[config.mk]
export PLATFORM = sky130hd
export DESIGN_NAME = avalon_uart_tx_slave
export DESIGN_NICKNAME = d
export VERILOG_FILES = /design/src/rtl/avalon_uart_pkg.sv /design/src/rtl/avalon_uart_tx_slave_sync_fifo.sv /design/src/rtl/avalon_uart_tx_slave.sv
export SDC_FILE = /design/constraint.sdc
export NUM_CORES = 1
export LEC_CHECK = 0
export ABC_AREA = 1
export BUFFER_PORTS_ARGS = -buffer_cell sky130_fd_sc_hd__buf_4
export CAP_MARGIN = 20
export CORE_AREA = 2 2 145 147
export DETAILED_ROUTE_END_ITERATION = 7
export DIE_AREA = 0 0 147 149
export GPL_TIMING_DRIVEN = 0
export PLACE_DENSITY_LB_ADDON = 0.15
export SYNTH_ARGS = -nofsm -noshare
export SYNTH_HDL_FRONTEND = slang
export SYNTH_SLANG_ARGS = --single-unit
[constraint.sdc]
create_clock -name clock -period 2.85 [get_ports clock]
set_input_delay 0 -clock clock [delete_from_list [all_inputs] [get_ports clock]]
set_output_delay 0 -clock clock [all_outputs]
set_load 0.005 [all_outputs]
[src/rtl/avalon_uart_pkg.sv]
// Shared definitions for the Avalon-MM UART transmitter.
//   - register word offsets (decoded from av_address[2])
//   - STATUS bit positions and the STATUS write flush bit
//   - TX serialiser state encoding
//   - helper that packs the STATUS word
package avalon_uart_pkg;

    localparam int unsigned OFF_DATA       = 0;
    localparam int unsigned OFF_STATUS     = 1;

    localparam int unsigned STAT_FULL      = 0;
    localparam int unsigned STAT_EMPTY     = 1;
    localparam int unsigned STAT_BUSY      = 2;
    localparam int unsigned STAT_COUNT_LSB = 8;

    localparam int unsigned FLUSH_BIT      = 31;

    typedef enum logic [1:0] {
        StIdle,
        StStart,
        StData,
        StStop
    } tx_state_e;

    // STATUS = {16'b0, count[7:0], 5'b0, busy, empty, full}
    function automatic logic [31:0] status_word(input logic [7:0] count,
                                                input logic       busy,
                                                input logic       empty,
                                                input logic       full);
        logic [31:0] w;
        w                          = '0;
        w[STAT_COUNT_LSB +: 8]     = count;
        w[STAT_BUSY]               = busy;
        w[STAT_EMPTY]              = empty;
        w[STAT_FULL]               = full;
        return w;
    endfunction

endpackage

[src/rtl/avalon_uart_tx_slave_sync_fifo.sv]
// Synchronous FIFO with flush.
//   clock, reset : single clock, asynchronous active-high reset
//   flush        : drop all stored entries (takes priority over push/pop)
//   push, wdata  : write an entry; ignored while full
//   pop, rdata   : rdata shows the head entry; pop ignored while empty
//   full, empty  : occupancy flags
//   count        : number of stored entries (0..DEPTH)
module sync_fifo #(
    parameter int unsigned WIDTH = 8,
    parameter int unsigned DEPTH = 16,
    localparam int unsigned PTR_W = $clog2(DEPTH)
) (
    input  logic             clock,
    input  logic             reset,
    input  logic             flush,
    input  logic             push,
    input  logic [WIDTH-1:0] wdata,
    input  logic             pop,
    output logic [WIDTH-1:0] rdata,
    output logic             full,
    output logic             empty,
    output logic [PTR_W:0]   count
);

    localparam logic [PTR_W-1:0] PTR_ONE  = 1;
    localparam logic [PTR_W:0]   CNT_ONE  = 1;
    localparam logic [PTR_W:0]   CNT_FULL = DEPTH[PTR_W:0];

    logic [WIDTH-1:0] mem [DEPTH];
    logic [PTR_W-1:0] wr_ptr;
    logic [PTR_W-1:0] rd_ptr;
    logic [PTR_W:0]   cnt;
    logic             do_push;
    logic             do_pop;

    assign full    = (cnt == CNT_FULL);
    assign empty   = (cnt == '0);
    assign count   = cnt;
    assign rdata   = mem[rd_ptr];
    assign do_push = push & ~full;
    assign do_pop  = pop & ~empty;

    always_ff @(posedge clock or posedge reset) begin
        if (reset) begin
            wr_ptr <= '0;
            rd_ptr <= '0;
            cnt    <= '0;
        end else if (flush) begin
            rd_ptr <= wr_ptr;
            cnt    <= '0;
        end else begin
            if (do_push) begin
                wr_ptr <= wr_ptr + PTR_ONE;
            end
            if (do_pop) begin
                rd_ptr <= rd_ptr + PTR_ONE;
            end
            unique case ({do_push, do_pop})
                2'b10:   cnt <= cnt + CNT_ONE;
                2'b01:   cnt <= cnt - CNT_ONE;
                default: cnt <= cnt;
            endcase
        end
    end

    // Storage needs no reset; only the pointers define what is valid.
    always_ff @(posedge clock) begin
        if (do_push && !flush) begin
            mem[wr_ptr] <= wdata;
        end
    end

endmodule

[src/rtl/avalon_uart_tx_slave.sv]
// Avalon-MM slave: console TX UART (8N1) behind a TX FIFO.
//   clock, reset     : single clock, asynchronous active-high reset
//   av_address       : only bit [2] decoded (0 = DATA, 1 = STATUS)
//   av_read_n        : active-low read strobe (fixed one wait-state read)
//   av_write_n       : active-low write strobe
//   av_writedata     : DATA uses [7:0]; STATUS write with [31]=1 flushes the FIFO
//   av_readdata      : registered read data
//   av_waitrequest   : hold request (FIFO full on DATA write, or first read cycle)
//   tx               : serial line, idle high
//   tx_busy          : frame on the line or bytes still queued
module avalon_uart_tx_slave
    import avalon_uart_pkg::*;
#(
    parameter int unsigned BAUD_DIV   = 434,
    parameter int unsigned FIFO_DEPTH = 16,
    parameter int unsigned ADDR_W     = 32
) (
    input  logic              clock,
    input  logic              reset,
    input  logic [ADDR_W-1:0] av_address,
    input  logic              av_read_n,
    input  logic              av_write_n,
    input  logic [31:0]       av_writedata,
    output logic [31:0]       av_readdata,
    output logic              av_waitrequest,
    output logic              tx,
    output logic              tx_busy
);

    localparam int unsigned CNT_W = $clog2(FIFO_DEPTH) + 1;
    localparam logic [15:0] BAUD_RELOAD = 16'(BAUD_DIV - 1);
    localparam logic [15:0] BAUD_ONE    = 16'd1;

    // Avalon decode
    logic wr;
    logic rd;
    logic sel_status;
    logic rd_pend;
    logic push;
    logic flush;

    // FIFO interface
    logic             fifo_pop;
    logic [7:0]       fifo_rdata;
    logic             fifo_full;
    logic             fifo_empty;
    logic [CNT_W-1:0] fifo_count;

    // Serialiser
    tx_state_e  state_q, state_d;
    logic [15:0] baud_q, baud_d;
    logic [2:0]  bit_q, bit_d;
    logic [7:0]  shift_q, shift_d;
    logic        baud_done;

    logic unused_bits;
    assign unused_bits = ^{av_address[ADDR_W-1:3], av_address[1:0], av_writedata[30:8]};

    assign wr         = ~av_write_n;
    // A simultaneous write wins; the read is dropped entirely.
    assign rd         = ~av_read_n & av_write_n;
    assign sel_status = (av_address[2] == OFF_STATUS[0]);
    assign push       = wr & ~sel_status & ~fifo_full;
    assign flush      = wr & sel_status & av_writedata[FLUSH_BIT];

    assign av_waitrequest = ~reset & ((wr & ~sel_status & fifo_full) | (rd & ~rd_pend));
    assign tx_busy        = (state_q != StIdle) | ~fifo_empty;

    sync_fifo #(
        .WIDTH (8),
        .DEPTH (FIFO_DEPTH)
    ) u_fifo (
        .clock (clock),
        .reset (reset),
        .flush (flush),
        .push  (push),
        .wdata (av_writedata[7:0]),
        .pop   (fifo_pop),
        .rdata (fifo_rdata),
        .full  (fifo_full),
        .empty (fifo_empty),
        .count (fifo_count)
    );

    // Read path: first cycle captures data and raises rd_pend, second completes.
    always_ff @(posedge clock or posedge reset) begin
        if (reset) begin
            rd_pend     <= 1'b0;
            av_readdata <= '0;
        end else if (rd && !rd_pend) begin
            rd_pend     <= 1'b1;
            av_readdata <= sel_status ?
                           status_word(8'(fifo_count), tx_busy, fifo_empty, fifo_full) : '0;
        end else begin
            rd_pend     <= 1'b0;
        end
    end

    assign baud_done = (baud_q == '0);

    always_comb begin
        state_d  = state_q;
        baud_d   = baud_q;
        bit_d    = bit_q;
        shift_d  = shift_q;
        fifo_pop = 1'b0;

        if (state_q != StIdle && !baud_done) begin
            baud_d = baud_q - BAUD_ONE;
        end

        unique case (state_q)
            StIdle: begin
                if (!fifo_empty) begin
                    fifo_pop = 1'b1;
                    shift_d  = fifo_rdata;
                    baud_d   = BAUD_RELOAD;
                    state_d  = StStart;
                end
            end
            StStart: begin
                if (baud_done) begin
                    bit_d   = 3'd0;
                    baud_d  = BAUD_RELOAD;
                    state_d = StData;
                end
            end
            StData: begin
                if (baud_done) begin
                    shift_d = {1'b0, shift_q[7:1]};
                    bit_d   = bit_q + 3'd1;
                    baud_d  = BAUD_RELOAD;
                    if (bit_q == 3'd7) begin
                        state_d = StStop;
                    end
                end
            end
            StStop: begin
                if (baud_done) begin
                    // Chain straight into the next start bit when more bytes wait.
                    if (!fifo_empty) begin
                        fifo_pop = 1'b1;
                        shift_d  = fifo_rdata;
                        baud_d   = BAUD_RELOAD;
                        state_d  = StStart;
                    end else begin
                        state_d  = StIdle;
                    end
                end
            end
            default: begin
                state_d = StIdle;
            end
        endcase
    end

    always_ff @(posedge clock or posedge reset) begin
        if (reset) begin
            state_q <= StIdle;
            baud_q  <= '0;
            bit_q   <= '0;
            shift_q <= '0;
        end else begin
            state_q <= state_d;
            baud_q  <= baud_d;
            bit_q   <= bit_d;
            shift_q <= shift_d;
        end
    end

    always_comb begin
        tx = 1'b1;
        unique case (state_q)
            StStart: tx = 1'b0;
            StData:  tx = shift_q[0];
            default: tx = 1'b1;
        endcase
    end

endmodule

==> flow_summary_export.csv <==
group,metric,value,unit
setup_path,critPathKind,"flip-flop to flip-flop",
yosys,synth_cell_types,45,
placed_design,dp_cells,1069,
grt,globalRouteOverflowTotal,0,
setup_path,worst-path-buf-inv,3,
job,cap_violations,0,
timing,setup_viol,0,
yosys,yosysWarnings,0,
clock_tree,cts_tree,"yes",
yosys,synth_enable_flop_cells,128,
setup_path,slowest_stage,"clkbuf_1",
placed_design,port_buffers,24,
layout,stdcell_area,9389,um^2
floorplanning,core,20560,um^2
grt,grt_pass1_vias,5467,
pwr,netSwitchingFraction,41.66,%
pwr,vdd_drop_max,0.0004860,V
setup_path,reg2reg_slack,0.24,ns
setup_path,end_kind,"flip-flop",
timing,period_share,91.59,%
run_status,run_status,"complete, no violations",
pwr,power.density,1020,nW/um^2
routing,ant_nets,0,
setup_path,crit_fanout,10,
yosys,synthArstFlopShare,28.49,%
layout,drive_above_1_share,13.96,%
grt,grt.total_usage,18.55,%
timing,fmaxAchievable,383.1,MHz
routing,vias,5640,
routing,drc_errors,0,
timing,rsz0062_at_grt,"no",
timing,tightestPinTransition,1.062,ns
pwr,seqPwrFrac,36.4,%
pwr,p_comb_share,39.7,%
min_path,hold_path.class,"input port to asynchronous set/reset pin",
setup_path,crit_chain,"buf_2, inv_1, clkbuf_1, o21ai_0, o221ai_1, nand4_1, nand3_1, nand2_1, nand2_1",
yosys,synth_top_area_cell,"edfxtp_1",
setup_path,critPathTopFamily,"buffers and inverters",
layout,nNetsFinal,907,
setup_path,r2r-end,"shift_q[5]$_DFFE_PP0P_",
setup_path,crit_top_cell,"nand2_1",
yosys,yosys.area.top_type_share,47.75,%
clock_tree,cts_buffer_depth,2,
clock_tree,clkTransAtPathRegs,0.07,ns
clock_tree,root_buffer,"clkbuf_16",
yosys,synthTopCellsByCount,"nand2_1 (132), edfxtp_1 (128), nor2_1 (91), o21ai_0 (69), dfrtp_1 (51)",
clock_tree,htree_levels,4,
floorplanning,std_cell_rows,53,
clock_tree,clock_latency,0.43,ns
layout,syn2layout_area_growth,16.65,%
setup_path,critPathMaxStageDelay,0.52,ns
yosys,synthTopCellsByArea,"edfxtp_1 (48%), dfrtp_1 (16%), nand2_1 (6.2%)",
clock_tree,cts_made_buffers,17,
grt,grt_pass1_wl,30490,um
setup_path,worstPathRequired,3.22,ns
routing,routed_via_density,5.067,
setup_path,startpoint_type,"flip-flop",
routing,wl,19460,um
clock_tree,ctsResizeCount,0,
yosys,synth.ff_latch_count,179,
clock_tree,clock-sinks,179,
setup_path,worstPathArrival,2.98,ns
yosys,synth.most_common_cell,"nand2_1",
routing,wl_per_cell,17.48,um
timing,fin_skew,0.01025,ns
grt,antenna_found_initial,0,
pwr,clockPowerShare,23.9,%
timing,tns,0,ns
floorplanning,die_x,147,um
setup_path,worstReg2RegStart,"u_fifo.rd_ptr[1]$_DFFE_PP0P_",
routing,firstDrtPassIters,5,
pwr,power_switching,3.990,mW
pwr,finalPower,9.579,mW
timing,fin_crit,2.610,ns
yosys,ys_seq_area_share,63.61,%
yosys,netlist_area,8049,um^2
yosys,syn_inst,746,
layout,n_antenna_cell,0,
floorplanning,initial_core_util,39.15,%
pwr,leakage,3.719,nW
routing,drtIter0Drc,371,
floorplanning,die_area,21900,um^2
setup_path,reg2reg_depth,9,
timing,relSlewSlack,28.96,%
floorplanning,fp.dieH,149,um
placed_design,place_congestion,0.8588,
grt,grt_max_degree,43,
placed_design,place_hpwl,13380,um
timing,slew_violations,0,
pwr,intPower,5.589,mW
floorplanning,ioPinCount,103,
placed_design,placed_area,8680,um^2
yosys,synth_flop_cell,"edfxtp_1",
layout,fin_cells,1113,
timing,hold_viol,0,
yosys,synth_area_per_cell,10.79,um^2
cells in the final DEF (no fill, tap or decap), types with 5 or more instances in the layout:
cell and instances:
clkbuf_1 13, conb_1 24, dlygate4sd3_1 12, nor3_1 7
inv_1 42, edfxtp_1 128, nor2_2 8, nand4_1 8
o221ai_1 5, inv_2 5, o21ai_0 69, a21oi_1 34
clkbuf_16 17, nand2_1 132, buf_2 5, o22ai_1 13
a211oi_1 8, nand2_2 5, buf_4 48, nor2_1 91
nand3_1 27, xor2_1 9, ha_1 14, dfrtp_1 51
per-layer routing:
metal	vias to the layer above	wire length (um)	global-route usage [%]
met1	2736	8090	22.92
met2	168	9710	32.23
met3	27	1165	4.251
li1	2709	-	-
met5	-	0	0
met4	0	491	6.490
flip-flops by register name, summed over array words and instances (netlist names):
| register | count |
|---|---|
| u_fifo.mem | 128 |
| bit_q | 3 |
| u_fifo.count | 5 |
| rd_pend | 1 |
| baud_q | 16 |
| u_fifo.wr_ptr | 4 |
| state_q | 2 |
| u_fifo.rd_ptr | 4 |
| av_readdata | 8 |
| shift_q | 8 |
power by group through the flow:
stage	Clock [mW]	Sequential (mW)	Combinational (mW)
floorplan	0	3.46	2.65
global placement	0	3.52	3.72
global route	2.44	3.54	4.27
finish	2.29	3.48	3.80
detailed placement	0	3.53	3.80
CTS	2.33	3.48	3.83
per-stage QoR:
stage,hold slack (ns),utilization (%),setup WS (ns)
6_report,0.06001,45.67,0.2396
4_1_cts,0.04886,45.67,0.2684
2_1_floorplan,0.02765,-,0.8052
3_3_place_gp,0.2049,42.12,0.3217
3_5_place_dp,-0.04791,42.22,0.2903
5_1_grt,0.06010,45.67,0.07236
kinds of logic after synthesis:
group	count (synthesis)	synth area share [%]
fa+ha+maj	14	2.176
xor+xnor	12	1.306
other cells	1	0.04659
flops	179	63.61
compound gates	150	10.71
simple gates	293	16.23
buf+inv	97	5.922
how the worst max path moves through the flow:
| stage | start | endpoint | slack (ns) | cells after the start |
|---|---|---|---|---|
| 3_3_place_gp | u_fifo.rd_ptr[1]$_DFFE_PP0P_ | shift_q[3]$_DFFE_PP0P_ | 0.32 | 9 |
| 3_5_place_dp | u_fifo.rd_ptr[1]$_DFFE_PP0P_ | shift_q[5]$_DFFE_PP0P_ | 0.29 | 9 |
| 4_1_cts | u_fifo.rd_ptr[1]$_DFFE_PP0P_ | shift_q[5]$_DFFE_PP0P_ | 0.27 | 9 |
| 6_report | u_fifo.rd_ptr[1]$_DFFE_PP0P_ | shift_q[5]$_DFFE_PP0P_ | 0.24 | 9 |
| 2_1_floorplan | state_q[0]$_DFFE_PP0P_ | u_fifo.count[4]$_DFFE_PP0P_ | 0.81 | 17 |
| 5_1_grt | u_fifo.rd_ptr[1]$_DFFE_PP0P_ | shift_q[5]$_DFFE_PP0P_ | 0.07 | 9 |
worst min-delay path: cells and delay by family:
kind / cells / cell delay [ns]
buffers and inverters: 3 / 0.87
area by class of cell:
class / instances / area [um^2]
well taps: 275 / 344.1
clock inverters: 15 / 163.9
inverters: 50 / 187.7
repair buffers: 37 / 320.3
flip-flops and latches: 179 / 5120
fillers: 1926 / 11170
multi-input cells: 493 / 2539
clock buffers: 17 / 425.4
plain buffers: 47 / 289.0
repair_timing:
action | 4_1_cts | 5_1_grt
hold buffers | 12 | 0
buffers inserted | 0 | 0
hold endpoints to repair | 183 | 0
(Power assumes the default switching activity.)
